## config.mk

```make
export PLATFORM = sky130hd
export DESIGN_NAME = meco_cmd_sequencer
export DESIGN_NICKNAME = d
export VERILOG_FILES = /design/src/rtl/meco_cmd_pkg.sv /design/src/rtl/meco_ram_reader.sv /design/src/rtl/meco_cmd_sequencer.sv
export SDC_FILE = /design/constraint.sdc
export NUM_CORES = 1
export LEC_CHECK = 0
export ABC_AREA = 1
export CORE_UTILIZATION = 51
export CTS_CLUSTER_SIZE = 8
export DETAILED_ROUTE_END_ITERATION = 6
export PLACE_DENSITY = 0.86
export SLEW_MARGIN = 25
export SYNTH_ARGS = -nofsm -noshare
export SYNTH_HDL_FRONTEND = slang
export SYNTH_SLANG_ARGS = --single-unit
```

## constraint.sdc

```tcl
create_clock -name clk -period 6 [get_ports clk]
set_input_delay 1.8 -clock clk [delete_from_list [all_inputs] [get_ports clk]]
set_output_delay 1.8 -clock clk [all_outputs]
set_load 0.02 [all_outputs]
```

## src/rtl/meco_cmd_pkg.sv

```systemverilog
// Shared definitions for the command sequencer.
// Holds the opcode values, the instruction word field positions, the error code base,
// the one-hot state encoding and a helper that formats the error word written back to RAM.
package meco_cmd_pkg;

  // Opcodes (instruction bits [14:12]); values 4..7 are illegal.
  localparam logic [2:0] OpNop     = 3'd0;
  localparam logic [2:0] OpProgram = 3'd1;
  localparam logic [2:0] OpRead    = 3'd2;
  localparam logic [2:0] OpClear   = 3'd3;

  // Instruction word layout: [15] valid, [14:12] opcode, [11:8] nargs, [7:0] pin index.
  localparam int unsigned InstrValidBit = 15;
  localparam int unsigned OpcodeLsb     = 12;
  localparam int unsigned OpcodeW       = 3;
  localparam int unsigned NargsLsb      = 8;
  localparam int unsigned NargsW        = 4;
  localparam int unsigned PinLsb        = 0;
  localparam int unsigned PinW          = 8;

  localparam logic [15:0] ErrCodeBase = 16'hE000;

  // One-hot state encoding.
  typedef enum logic [7:0] {
    StIdle   = 8'b0000_0001,
    StFetch  = 8'b0000_0010,
    StDecode = 8'b0000_0100,
    StArgs   = 8'b0000_1000,
    StIssue  = 8'b0001_0000,
    StRdpin  = 8'b0010_0000,
    StErr    = 8'b0100_0000,
    StAck    = 8'b1000_0000
  } state_e;

  function automatic logic [15:0] err_code(input logic [2:0] opcode, input logic [7:0] pin);
    return ErrCodeBase | {5'b0, opcode, pin};
  endfunction

endpackage

```

## src/rtl/meco_ram_reader.sv

```systemverilog
// RAM read sequencer shared by instruction fetch and argument fetch.
// While req_i is high the address is held for 1+RAM_LAT cycles; rd_valid_o pulses in the
// last of those cycles, when rd_data_o carries the word for addr_i. The counter restarts
// after each pulse so back-to-back reads need no gap.
// Ports: clk_i, rst_ni (async active-low), req_i, addr_i, ram_data_i (RAM read data),
//        rd_addr_o (address to RAM), rd_valid_o (data-valid pulse), rd_data_o (read word).
module meco_ram_reader #(
  parameter int unsigned ADDR_W  = 21,
  parameter int unsigned DATA_W  = 16,
  parameter int unsigned RAM_LAT = 1
) (
  input  logic              clk_i,
  input  logic              rst_ni,
  input  logic              req_i,
  input  logic [ADDR_W-1:0] addr_i,
  input  logic [DATA_W-1:0] ram_data_i,
  output logic [ADDR_W-1:0] rd_addr_o,
  output logic              rd_valid_o,
  output logic [DATA_W-1:0] rd_data_o
);

  localparam int unsigned CntW = $clog2(RAM_LAT + 1);

  logic [CntW-1:0] cnt_q, cnt_d;

  assign rd_addr_o  = addr_i;
  assign rd_valid_o = req_i && (cnt_q == CntW'(RAM_LAT));
  assign rd_data_o  = ram_data_i;

  always_comb begin
    cnt_d = cnt_q;
    if (!req_i || rd_valid_o) begin
      cnt_d = '0;
    end else begin
      cnt_d = cnt_q + CntW'(1);
    end
  end

  always_ff @(posedge clk_i or negedge rst_ni) begin
    if (!rst_ni) begin
      cnt_q <= '0;
    end else begin
      cnt_q <= cnt_d;
    end
  end

endmodule

```

## src/rtl/meco_cmd_sequencer.sv

```systemverilog
// Multi-cycle command processor between the shared dual-port RAM and the pin controller bank.
// Polls the instruction word, decodes it, fetches argument words, offers a configuration to
// the pin bank, writes READ_PIN results / error codes back and clears the instruction word
// as the acknowledge.
// Ports: clk, reset (async active-low); RAM port ram_addr/ram_data_in/ram_data_out/ram_wr/
//        ram_en; config handshake cfg_valid/cfg_ready/cfg_pin/cfg_nargs/cfg_data;
//        pins_clear pulse; pin_in levels; busy status; err pulse on a rejected instruction.
module meco_cmd_sequencer
  import meco_cmd_pkg::*;
#(
  parameter int unsigned ADDR_W      = 21,
  parameter int unsigned DATA_W      = 16,
  parameter int unsigned NUM_PINS    = 16,
  parameter int unsigned MAX_ARGS    = 4,
  parameter int unsigned RAM_LAT     = 1,
  parameter int unsigned INSTR_ADDR  = 'h2,
  parameter int unsigned ARG_BASE    = 'h3,
  parameter int unsigned RESULT_ADDR = 'h10
) (
  input  logic                       clk,
  input  logic                       reset,
  output logic [ADDR_W-1:0]          ram_addr,
  input  logic [DATA_W-1:0]          ram_data_in,
  output logic [DATA_W-1:0]          ram_data_out,
  output logic                       ram_wr,
  output logic                       ram_en,
  output logic                       cfg_valid,
  input  logic                       cfg_ready,
  output logic [7:0]                 cfg_pin,
  output logic [3:0]                 cfg_nargs,
  output logic [MAX_ARGS*DATA_W-1:0] cfg_data,
  output logic                       pins_clear,
  input  logic [NUM_PINS-1:0]        pin_in,
  output logic                       busy,
  output logic                       err
);

  state_e                             state_q, state_d;
  logic [DATA_W-1:0]                  instr_q, instr_d;
  logic [MAX_ARGS-1:0][DATA_W-1:0]    args_q, args_d;
  logic [3:0]                         arg_idx_q, arg_idx_d;

  logic        instr_valid;
  logic [2:0]  opcode;
  logic [3:0]  nargs;
  logic [7:0]  pin_idx;
  logic        bad_instr;
  logic        pin_level;

  logic              rd_req;
  logic [ADDR_W-1:0] rd_addr_req, rd_addr;
  logic              rd_valid;
  logic [DATA_W-1:0] rd_data;

  assign instr_valid = instr_q[InstrValidBit];
  assign opcode      = instr_q[OpcodeLsb +: OpcodeW];
  assign nargs       = instr_q[NargsLsb +: NargsW];
  assign pin_idx     = instr_q[PinLsb +: PinW];

  assign cfg_pin   = pin_idx;
  assign cfg_nargs = nargs;
  assign cfg_data  = args_q;

  always_comb begin
    bad_instr = 1'b0;
    case (opcode)
      OpNop, OpClear: bad_instr = 1'b0;
      OpProgram: bad_instr = (32'(pin_idx) >= NUM_PINS) || (nargs == 4'd0) ||
                             (32'(nargs) > MAX_ARGS);
      OpRead:    bad_instr = 32'(pin_idx) >= NUM_PINS;
      default:   bad_instr = 1'b1;
    endcase
  end

  // Pin index is range-checked in DECODE, so only in-range indices reach RDPIN.
  always_comb begin
    pin_level = 1'b0;
    for (int i = 0; i < NUM_PINS; i++) begin
      if (pin_idx == 8'(i)) pin_level = pin_in[i];
    end
  end

  assign rd_req      = (state_q == StFetch) || (state_q == StArgs);
  assign rd_addr_req = (state_q == StFetch) ? ADDR_W'(INSTR_ADDR)
                                            : ADDR_W'(ARG_BASE) + ADDR_W'(arg_idx_q);

  meco_ram_reader #(
    .ADDR_W (ADDR_W),
    .DATA_W (DATA_W),
    .RAM_LAT(RAM_LAT)
  ) u_ram_reader (
    .clk_i     (clk),
    .rst_ni    (reset),
    .req_i     (rd_req),
    .addr_i    (rd_addr_req),
    .ram_data_i(ram_data_in),
    .rd_addr_o (rd_addr),
    .rd_valid_o(rd_valid),
    .rd_data_o (rd_data)
  );

  always_comb begin
    state_d   = state_q;
    instr_d   = instr_q;
    args_d    = args_q;
    arg_idx_d = arg_idx_q;
    unique case (state_q)
      StIdle: state_d = StFetch;
      StFetch: begin
        if (rd_valid) begin
          instr_d = rd_data;
          state_d = StDecode;
        end
      end
      StDecode: begin
        if (!instr_valid) begin
          state_d = StIdle;
        end else if (bad_instr) begin
          state_d = StErr;
        end else if (opcode == OpProgram) begin
          args_d    = '0;
          arg_idx_d = '0;
          state_d   = StArgs;
        end else if (opcode == OpRead) begin
          state_d = StRdpin;
        end else begin
          state_d = StAck;
        end
      end
      StArgs: begin
        if (rd_valid) begin
          for (int k = 0; k < MAX_ARGS; k++) begin
            if (arg_idx_q == 4'(k)) args_d[k] = rd_data;
          end
          if (arg_idx_q == nargs - 4'd1) begin
            arg_idx_d = '0;
            state_d   = StIssue;
          end else begin
            arg_idx_d = arg_idx_q + 4'd1;
          end
        end
      end
      StIssue: begin
        if (cfg_ready) state_d = StAck;
      end
      StRdpin, StErr: state_d = StAck;
      StAck:          state_d = StIdle;
      default:        state_d = StIdle;
    endcase
  end

  // Outputs decode directly from the registered one-hot state, so reset clears them at once.
  always_comb begin
    ram_en       = 1'b1;
    ram_wr       = 1'b0;
    ram_addr     = rd_addr;
    ram_data_out = '0;
    cfg_valid    = 1'b0;
    pins_clear   = 1'b0;
    err          = 1'b0;
    busy         = 1'b1;
    unique case (state_q)
      StIdle: begin
        ram_en   = 1'b0;
        busy     = 1'b0;
        ram_addr = '0;
      end
      StFetch, StArgs: begin
      end
      StDecode: pins_clear = instr_valid && !bad_instr && (opcode == OpClear);
      StIssue:  cfg_valid = 1'b1;
      StRdpin: begin
        ram_wr       = 1'b1;
        ram_addr     = ADDR_W'(RESULT_ADDR);
        ram_data_out = DATA_W'(pin_level);
      end
      StErr: begin
        err          = 1'b1;
        ram_wr       = 1'b1;
        ram_addr     = ADDR_W'(RESULT_ADDR);
        ram_data_out = err_code(opcode, pin_idx);
      end
      StAck: begin
        ram_wr   = 1'b1;
        ram_addr = ADDR_W'(INSTR_ADDR);
      end
      default: begin
      end
    endcase
  end

  always_ff @(posedge clk or negedge reset) begin
    if (!reset) begin
      state_q   <= StIdle;
      instr_q   <= '0;
      args_q    <= '0;
      arg_idx_q <= '0;
    end else begin
      state_q   <= state_d;
      instr_q   <= instr_d;
      args_q    <= args_d;
      arg_idx_q <= arg_idx_d;
    end
  end

endmodule

```

### Word-level counts from Yosys, hierarchy flattened

Index checks and enable logic that the tools add are counted.

* flip-flop bits (word level): 93
* input bits: 35
* output and inout bits: 119
* word-level logic and storage cells: 129

* add/sub/neg operators: 4
* $lt $le $gt $ge: 2
* eq/ne operators: 41
* muxes and demuxes: 50
* reductions and logical operators: 24

Operators with widths (number)
* 64-bit two-way mux: 4
* 64-bit case mux with 2 select lines: 1
* 8-bit by 4-bit == test with 1-bit output, second input constant: 9
* 16-bit two-way mux: 4
* 8-bit two-way mux: 8
* 8-bit case mux with 6 select lines: 1
* 8-bit by 3-bit == test with 1-bit output, second input constant: 5
* 16-bit case mux with 2 select lines: 1
* 8-bit by 2-bit == test with 1-bit output, second input constant: 3
* 6-bit AND reduction: 4
* 1-bit two-way mux: 22
* 4-bit two-way mux: 5
* 8-bit by 1-bit == test with 1-bit output, second input constant: 2
* 5-bit case mux with 3 select lines: 1
* 2-bit by 1-bit != test with 1-bit output, second input constant: 7
* 4-bit by 2-bit == test with 1-bit output, second input constant: 2
* 8-bit by 5-bit == test with 1-bit output, second input constant: 1
* 8-bit by 6-bit == test with 1-bit output, second input constant: 1
* 8-bit by 7-bit == test with 1-bit output, second input constant: 1
* 8-bit == test, second input constant: 1
* 8-bit by 5-bit greater-or-equal comparator with 1-bit output, second input constant: 1
* 4-bit logical NOT: 2
* 8-bit logical NOT: 1
* 2-bit != test, second input constant: 4
* other kinds (22): 30

### Logic depth before layout (Yosys ltp)

* depth after elaboration: 18
* gate-level depth with buffers: 14
* depth with buffers taken out: 13

### By module

A second synthesis with hierarchy kept.

* cells, all modules: 722
* area total of the unflattened synthesis: 5327.6 sq um

By module, submodules not included
* meco_cmd_sequencer: instances 1, cells each 680, area each 5007.3 sq um, sequential area each 2303.5 sq um
* meco_ram_reader: instances 1, cells each 42, area each 320.3 sq um, sequential area each 25.0 sq um

### Worst setup path after synthesis

Ideal clock, no wire load.

* kind: input -> output
* start point: in pin_in[8]
* end point: out ram_data_out[0]
* data arrival time: 2.450 ns
* data required time: 4.200 ns
* slack: 1.750 ns
* stages on the path: 10
* buffers on the path: 0
* cell sequence: o21ai_0 -> nand2_1 -> nand2_1 -> nand2_1 -> nand2_1 -> nand2_1 -> nand3_1 -> nand3_1 -> nand2_1 -> nand2_1

* word-level cells in the longest chain between the ends: 9

Ends and longest elaborated chain
* start: declaration: RTL line meco_cmd_sequencer.sv:33 `input logic [NUM_PINS-1:0] pin_in,`
* 1-bit two-way mux (8 in a row): RTL line meco_cmd_sequencer.sv:79 `if (pin_idx == 8'(i)) pin_level = pin_in[i];`
* 16-bit case mux with 2 select lines: RTL line meco_cmd_sequencer.sv:162 `unique case (state_q)`
* end: declaration: RTL line meco_cmd_sequencer.sv:24 `output logic [DATA_W-1:0] ram_data_out,`

Every way passes these cells.

### Final worst setup path

* start point: in pin_in[2]
* end point: out ram_data_out[0]

* word-level cells in the longest chain between the ends: 15

Ends and longest elaborated chain (RTL line)
* 1-bit two-way mux (14 in a row): meco_cmd_sequencer.sv:79
* 16-bit case mux with 2 select lines: meco_cmd_sequencer.sv:162

Every way passes these cells.

==> metrics.cfg <==
[power_and_ir_drop]
powerDensity_nw_per_um2=405
p_leak_nw=2.96
peakVddDrop_uv=286

[timing]
clock-skew-final_ns=0.0116
finalCritPeriodShare_pct=88.2
max_freq_ghz=0.189
drv_slew=0
rsz0062_at_grt=false
worst_slew_pin_slew_ns=0.815
tns_ns=0
min_period_ns=5.29
hold_viol_final=0
maxSlewHeadroom_pct=45.7
setup_viol=0

[outcome]
status=finished, final reports clean

[global_route]
grt_pass1_vias=4086
grt_pass1_wl_mm=19.8
grt_max_degree=67
grt.overflow.total=0
gr-usage-all-layers_pct=25.1
antenna_found_initial=0

[min_path]
hold_depth=2
hold_path_end=cfg_data[34]
hp-class=register to register
worstHoldStart=cfg_data[34]

[placed_design]
port_buffers=135
dpl.hpwl_mm=9.04
placed_area_um2=6120
gp_congestion=0.891
placed_cells=826

[synth]
yosys-top-cells-area=dfrtp_1 47%, nand2_1 12%, o21ai_2 5.9%
syn_area_um2=4930
yosysTopAreaCellShare_pct=46.7
netlist-cell-type-count=31
ys_async_sr_fraction_pct=100
ys.flop_type=dfrtp_1
synth-edff-count=0
yosysTopAreaCell=dfrtp_1
postSynthCellCount=600
synth.yosys.seq_area_share_pct=47.2
avgSynthCellArea_um2=8.22
synth_seq_cells=93
yosysWarnings=0

[clocking]
htree_levels=3
post-cts-setup-buffer-count=0
post_cts_resized=0
cts_tree=built
root_buffer=clkbuf_8
cts.reportedPaths.clkPinSlew_ns=0.09
clock_latency_ns=0.36
cts_hold_buf=0
cts_max_path_buffers=2
cts_sinks=93
cts_buffers=9

[cells_and_area]
seqCellArea_um2=2330
nets=749
nFillCells=752
fin_area_um2=6340
final_layout_size_suffix_gt1_share_pct=9.97
multi_input_area_um2=2010
num_antenna_cells=0
syn_to_final_growth_pct=28.5
fin_cells=841

[worst_setup_path]
cp_cell_sequence=clkdlybuf4s50_1 -> inv_1 -> nand2_1 -> nand3_1 -> nand2_1 -> nand2_1 -> nand3_1 -> nand3_1 -> nand3_1 -> nand2_1 -> nand2_1 -> clkdlybuf4s50_1
crit_type=input pin to output pin
worst_path_most_repeated_cell=nand2_1
critPathMaxFanout=1
max_stage_delay_ns=0.59
r2r_end=cfg_data[61]
slowest_stage=clkdlybuf4s50_1
r2r_slack_ns=2.95
cp_data_arrival_time_ns=3.49
endpoint_kind=output pin
critPathRequiredTime_ns=4.20
critPathLaunchType=input pin
worstReg2RegStart=state_q[0]
r2r_cells=7

[die]
rows=35
io-pin-count=154
start_util_pct=53.1
die_h_um=100
fp.dieArea_um2=10100
core_area_um2=9280
die_w_um=100

[job]
max_cap_viol_count=0

[route]
routed_wl_mm=12.3
viasPerCell=5.08
remaining_drc_errors=0
vias=4272
routedWlPerCell_um=14.7
drt_iter0_markers=215
first_pass_iters=4
final_antenna_net_count=0

[registers in the layout, indices dropped and copies added (netlist names)]
register	count
cfg_data	64
instr_q	16
state_q	8
arg_idx_q	4
u_ram_reader.cnt_q	1
[critical path, delay by kind of cell]
kind	cells	cell delay, ns
buf+inv	3	1.10
simple gates	9	0.59
[kinds of logic after synthesis]
kind of cell | after synthesis | share of synthesized area, %
xor gates and xnor gates | 8 | 1.42
other | 1 | 0.0760
DFF | 93 | 47.2
and+or+nand+nor | 282 | 25.0
AOI/OAI and AO/OA | 86 | 11.4
adders and majority gates | 6 | 1.52
buffers and inverters | 124 | 13.3
[routing by layer]
| layer | global-route usage (%) | wire, um |
|---|---|---|
| met1 | 31.9 | 5120 |
| met2 | 42.9 | 6220 |
| met3 | 3.97 | 665 |
| met4 | 10.4 | 318 |
| met5 | 0 | 0 |
[synth_stat cells, types with 2 or more instances]
cell type,instances
o21ai_0,48
buf_6,6
nand3b_1,2
inv_1,63
buf_2,8
nor2_2,6
buf_4,36
nor3_1,6
nand3_1,29
o21ai_2,33
ha_1,6
nand4_1,13
nand3_4,2
xor2_1,6
clkinv_1,2
clkbuf_1,7
nand2_1,161
xnor2_1,2
a21oi_1,2
nor2_1,53
nor2_4,2
dfrtp_1,92
inv_2,2
nand3_2,4
nand2_2,3
[worst max path at each step]
stage                     depth (start not counted)      start         endpoint  slack, ns
after detailed placement                         12  pin_in[2]  ram_data_out[0]       0.70
after global placement                           12  pin_in[0]  ram_data_out[0]       0.75
after global routing                             12  pin_in[0]  ram_data_out[0]       0.56
after CTS                                        12  pin_in[2]  ram_data_out[0]       0.69
after floorplan                                  10  pin_in[8]  ram_data_out[0]       1.75
final                                            12  pin_in[2]  ram_data_out[0]       0.71
[metrics by stage]
stage	total power, mW	util, %	setup slack, ns	hold WS [ns]
final	2.57	68.2	0.706	0.490
after global routing	2.72	68.2	0.559	0.511
after CTS	2.58	68.2	0.693	0.491
after detailed placement	2.11	65.9	0.703	0.464
after global placement	2.06	65.9	0.747	0.457
after floorplan	1.65	-	1.75	0.492
[report_power, final]
group,total (mW),leakage (nW),internal (mW),switching (mW)
Sequential,0.965,0.957,0.818,0.148
Clock,0.466,0.108,0.238,0.229
Combinational,1.13,1.90,0.493,0.642
[layout make-up]
cell class	instances	share of cell area, %
clock inverters	6	1.52
clock buffers	9	1.95
inverters	67	3.97
multi-input cells	400	31.7
flip-flops and latches	93	36.7
repair buffers	137	21.5
well taps	129	2.55
[layout by cell type (no fill, tap or decap), drive strengths merged, types with 3 or more instances in the layout]
cell type,count
buf,3
xor2,6
nand2,164
clkbuf,9
nand4,13
inv,67
dfrtp,92
clkinv,3
nor2,61
nand3,35
o21ai,81
clkdlybuf4s50,134
nor3,6
conb,18
ha,6
No activity file was read; power rests on OpenSTA's default activity.
